===== src/rtl/serial_pattern_generator.sv =====
// serial_pattern_generator
//   Parallel-to-serial transmitter for the bit-stream pattern path. A pattern
//   word is accepted through a valid/ready handshake and shifted out MSB first,
//   one bit per clock. With repeat_en held high the pattern restarts with no gap.
//
// Ports
//   clock      : single clock, all state updates on the rising edge
//   reset      : synchronous, active-high
//   load_valid : load request, accepted when load_ready is high
//   load_ready : high only while idle
//   load_data  : pattern word; bits [len-1:0] are sent, bit len-1 first
//   load_len   : number of bits to send (values above WIDTH clamp to WIDTH)
//   repeat_en  : sampled on the last-bit cycle; 1 restarts the pattern
//   abort      : synchronous stop back to idle, no done pulse
//   o          : serial data, 0 whenever o_valid is low
//   o_valid    : high while o carries a pattern bit
//   busy       : high in SHIFT and DONE
//   done       : one-cycle pulse after the last bit of a non-repeating pass
//
// State table
//   IDLE  | waiting for a load; load_ready=1
//   SHIFT | driving pattern bits on o, idx points at the bit on the line
//   DONE  | single-cycle completion pulse
module serial_pattern_generator #(
    parameter int WIDTH = 10,
    localparam int LW = $clog2(WIDTH + 1)
) (
    input  logic             clock,
    input  logic             reset,
    input  logic             load_valid,
    output logic             load_ready,
    input  logic [WIDTH-1:0] load_data,
    input  logic [LW-1:0]    load_len,
    input  logic             repeat_en,
    input  logic             abort,
    output logic             o,
    output logic             o_valid,
    output logic             busy,
    output logic             done
);

    typedef enum logic [1:0] {
        IDLE  = 2'd0,
        SHIFT = 2'd1,
        DONE  = 2'd2
    } state_t;

    state_t           state;
    logic [WIDTH-1:0] data_q;
    logic [LW-1:0]    len_q;
    logic [LW-1:0]    idx;

    logic [LW-1:0]    len_c;
    logic [LW-1:0]    len_c_m1;
    logic [LW-1:0]    len_q_m1;
    logic [LW-1:0]    idx_m1;

    always_comb begin
        len_c = load_len;
        if (load_len > LW'(WIDTH)) begin
            len_c = LW'(WIDTH);
        end
        len_c_m1 = len_c - LW'(1);
        len_q_m1 = len_q - LW'(1);
        idx_m1   = idx - LW'(1);
    end

    always_ff @(posedge clock) begin
        if (reset) begin
            state      <= IDLE;
            data_q     <= '0;
            len_q      <= '0;
            idx        <= '0;
            o          <= 1'b0;
            o_valid    <= 1'b0;
            busy       <= 1'b0;
            done       <= 1'b0;
            load_ready <= 1'b1;
        end else begin
            case (state)
                IDLE: begin
                    // abort outranks a simultaneous load request
                    if (load_valid && !abort) begin
                        data_q     <= load_data;
                        len_q      <= len_c;
                        busy       <= 1'b1;
                        load_ready <= 1'b0;
                        if (len_c != '0) begin
                            state   <= SHIFT;
                            idx     <= len_c_m1;
                            o       <= load_data[len_c_m1];
                            o_valid <= 1'b1;
                        end else begin
                            // empty pattern: nothing to shift, just report completion
                            state <= DONE;
                            done  <= 1'b1;
                        end
                    end
                end

                SHIFT: begin
                    if (abort) begin
                        state      <= IDLE;
                        o          <= 1'b0;
                        o_valid    <= 1'b0;
                        busy       <= 1'b0;
                        done       <= 1'b0;
                        load_ready <= 1'b1;
                    end else if (idx == '0) begin
                        if (repeat_en) begin
                            // wrap straight to the first bit so o_valid has no bubble
                            idx <= len_q_m1;
                            o   <= data_q[len_q_m1];
                        end else begin
                            state   <= DONE;
                            o       <= 1'b0;
                            o_valid <= 1'b0;
                            done    <= 1'b1;
                        end
                    end else begin
                        idx <= idx_m1;
                        o   <= data_q[idx_m1];
                    end
                end

                DONE: begin
                    // leaves after one cycle whether or not abort is asserted
                    state      <= IDLE;
                    o          <= 1'b0;
                    o_valid    <= 1'b0;
                    busy       <= 1'b0;
                    done       <= 1'b0;
                    load_ready <= 1'b1;
                end

                default: begin
                    state      <= IDLE;
                    o          <= 1'b0;
                    o_valid    <= 1'b0;
                    busy       <= 1'b0;
                    done       <= 1'b0;
                    load_ready <= 1'b1;
                end
            endcase
        end
    end

endmodule


===== config.mk =====
export PLATFORM = sky130hd
export DESIGN_NAME = serial_pattern_generator
export DESIGN_NICKNAME = d
export VERILOG_FILES = /design/src/rtl/serial_pattern_generator.sv
export SDC_FILE = /design/constraint.sdc
export NUM_CORES = 1
export LEC_CHECK = 0
export ABC_CLOCK_PERIOD_IN_PS = 2700
export CAP_MARGIN = 5
export CELL_PAD_IN_SITES_DETAIL_PLACEMENT = 1
export CELL_PAD_IN_SITES_GLOBAL_PLACEMENT = 1
export CORE_MARGIN = 2
export CORE_UTILIZATION = 39
export DETAILED_ROUTE_END_ITERATION = 12
export GPL_TIMING_DRIVEN = 0
export PLACE_DENSITY_LB_ADDON = 0.1
export SLEW_MARGIN = 20
export SYNTH_ARGS = -nofsm -noshare
export SYNTH_HDL_FRONTEND = slang
export SYNTH_SLANG_ARGS = --single-unit

===== constraint.sdc =====
create_clock -name clock -period 2.7 [get_ports clock]
set_input_delay 0.27 -clock clock [delete_from_list [all_inputs] [get_ports clock]]
set_output_delay 0.27 -clock clock [all_outputs]
set_load 0.02 [all_outputs]

==> summary.md <==
| Metric | Value |
|---|---|
| Multi-input gate area | `997 um^2` |
| First-pass DRT Iterations | `4` |
| Final WL | `4.67 mm` |
| Root buf cell | `clkbuf_8` |
| Most common cell after layout, fill and taps aside | `nand2_1` |
| Critical Path Source Type | `flip-flop` |
| Slew Viols, Final | `0` |
| Chip Height | `67.8 um` |
| Critical path class | `reg -> reg` |
| Most frequent cells in the layout | `nand2_1, dfxtp_1, a21oi_1, clkdlybuf4s50_1, nor2_1` |
| DRT antenna net count | `0` |
| Post-Syn Instances | `202` |
| WL/cell | `16.8 um` |
| CP max FO | `7` |
| Syn-to-layout area delta | `20.7%` |
| RSZ-0062 raised after global routing | `no` |
| Fmax | `0.411 GHz` |
| Ys Warns | `0` |
| CTS tree | `yes` |
| Min Clock Period, post-route | `2.44 ns` |
| Met3 Track Usage GR | `3.83%` |
| CTS buffer count | `3` |
| Non-Filler Instances | `278` |
| Grt met1 use | `27.7%` |
| Antenna violations before repair | `0` |
| Final period util | `90.2%` |
| DPL Wire Length | `3.79 mm` |
| Port bufs | `22` |
| # fillers | `496` |
| Core area | `3970 um^2` |
| Clk_skew | `0.00351 ns` |
| Post-place setup slack | `0.287 ns` |
| Worst skew pair latency | `0.28 ns` |
| Status | `finished, final reports clean` |
| Share of Yosys cell area claimed by the top area cell type | `31.5%` |
| First-pass GRT wire length | `7.53 mm` |
| Total track usage | `22.6%` |
| Total clock sinks | `25` |
| Sequential cell area | `500 um^2` |
| CTS clk-pin slew, worst paths | `0.09 ns` |
| Layout cell share with drive strength beyond 1 | `10.1%` |
| Worst-Margin Slew | `0.753 ns` |
| Setup ws final | `0.265 ns` |
| Placed Cells | `274` |
| Area after DPL | `1870 um^2` |
| Crit end category | `flip-flop` |
| Post-synth EDFFs | `0` |
| Die Footprint | `4600 um^2` |
| GRT overflow | `0` |
| TNS Setup | `0 ns` |
| Register area share after synthesis | `31.5%` |
| Iteration-0 DRC count of the detailed router | `54` |
| VDD IR max | `0.286 mV` |
| CTS Buffer Depth | `2` |
| Nets | `250` |
| Post-synth cell types | `49` |
| Req. time, crit path | `2.87 ns` |
| Async set or reset register ratio after synthesis | `0%` |
| Via density | `5.71` |
| # Max-Cap Violations | `0` |
| # hold bufs at CTS | `0` |
| H-tree depth | `1` |
| GPL Wtd Cong | `0.859` |
| Yosys reg bits | `25` |
| Syn Area/Cell | `7.86 um^2` |
| Die width | `67.8 um` |
| Setup violators final | `0` |
| Synth top area cells | `dfxtp_1, nand2_1, a21oi_1, mux4_2, mux2i_1` |
| P_leak | `0.698 nW` |
| Synthesized area | `1590 um^2` |
| Setup Fix Bufs, Post-CTS | `0` |
| Worst min path class | `in -> reg` |
| Synth area leader | `dfxtp_1` |
| Initial Util | `40.0%` |
| Hold Vio Cnt, Final | `0` |
| CTS resizes | `0` |
| Global-route met2 utilization | `39.7%` |
| Post-layout util | `48.3%` |
| Rel. slew slack | `49.4%` |
| Num rows | `23` |
| Largest net degree at the start of global routing | `15` |
| Synthesized Nets | `223` |
| Residual DRC | `0` |
| Finished layout cell area | `1920 um^2` |
| DR vias | `1586` |
| Primary FF master, synth | `dfxtp_1` |
| Grt peak-use layer | `met2` |
| Vias in the first global route | `1592` |
| Data arrival, critical path | `2.60 ns` |
| Power Density | `492 nW/um^2` |
| # IOs | `24` |
| Inserted Diodes | `0` |
==> path summary, 6_finish.rpt <==
path	start	to	cells after the start	slack [ns]
setup / recovery	idx[0]	o	8	0.26
setup reg to reg	idx[0]	o	8	0.26
hold / removal	load_len[2]	len_q[1]	3	0.45
hold reg to reg	data_q[4]	data_q[4]	2	0.48
==> area by class of cell <==
type	count	area share, %
Buffer	13	3.33
Sequential cell	25	26.1
Multi-Input combinational cell	157	52.0
Tap cell	50	3.26
Clock buffer	3	2.15
Clock inverter	1	0.261
Inverter	7	1.37
Timing Repair Buffer	22	11.5
==> report_power, final <==
part	total (mW)	internal (mW)	switching, mW
Combinational	0.292	0.134	0.159
Clock	0.236	0.104	0.132
Sequential	0.415	0.394	0.0218
==> logic make-up after synthesis <==
family / after synthesis / share of synthesized area [%]
AND/OR/NAND/NOR: 83 / 26.2
AO/OA/AOI/OAI: 56 / 22.8
flip-flops: 25 / 31.5
buffers and inverters: 20 / 5.67
multiplexers: 11 / 9.53
XOR/XNOR: 5 / 2.76
adder cells (fa/ha/maj): 2 / 1.58
==> layer usage <==
metal / routed length [um] / up-vias
met5: 0 / -
met4: 59 / 0
met3: 132 / 5
met2: 2400 / 25
met1: 2080 / 781
li1: - / 775
==> sequential cells by signal (all words and copies together) (netlist names) <==
register and flops:
data_q 10, idx 4, len_q 4, state 2, busy 1, done 1
load_ready 1, o 1, o_valid 1
==> critical path, cell delays in order, from the launching register on <==
cell	delay, ns
dfxtp_1	0.32
clkbuf_1	0.34
inv_1	0.12
ha_1	0.28
xnor2_1	0.39
mux2_2	0.39
o221ai_1	0.20
o21ai_0	0.13
o2bb2ai_1	0.14
==> cell usage after synthesis, types with 2 or more instances <==
cell,n
dfxtp_1,25
a31oi_1,2
nand3b_1,3
or3b_2,2
clkbuf_1,6
nor3_1,5
buf_2,6
a2111oi_0,2
and3_1,2
a211oi_1,4
a21oi_1,23
mux4_2,3
ha_1,2
or3_1,2
o21ai_0,10
nor3b_1,2
nor2b_1,3
xnor2_1,3
inv_1,7
o31ai_1,2
nand2b_1,4
nand3_1,2
nand2_1,37
mux2_2,3
a32oi_1,2
mux2i_1,5
xor2_1,2
nor2_1,12
==> per-stage QoR <==
| stage | hold WS [ns] | power, mW |
|---|---|---|
| 2_1_floorplan | 0.386 | 0.613 |
| 3_3_place_gp | 0.463 | 0.702 |
| 3_5_place_dp | 0.470 | 0.715 |
| 4_1_cts | 0.442 | 0.944 |
| 5_1_grt | 0.480 | 1.00 |
| 6_report | 0.447 | 0.944 |
Note: power is estimated with default switching activity, not from simulation.
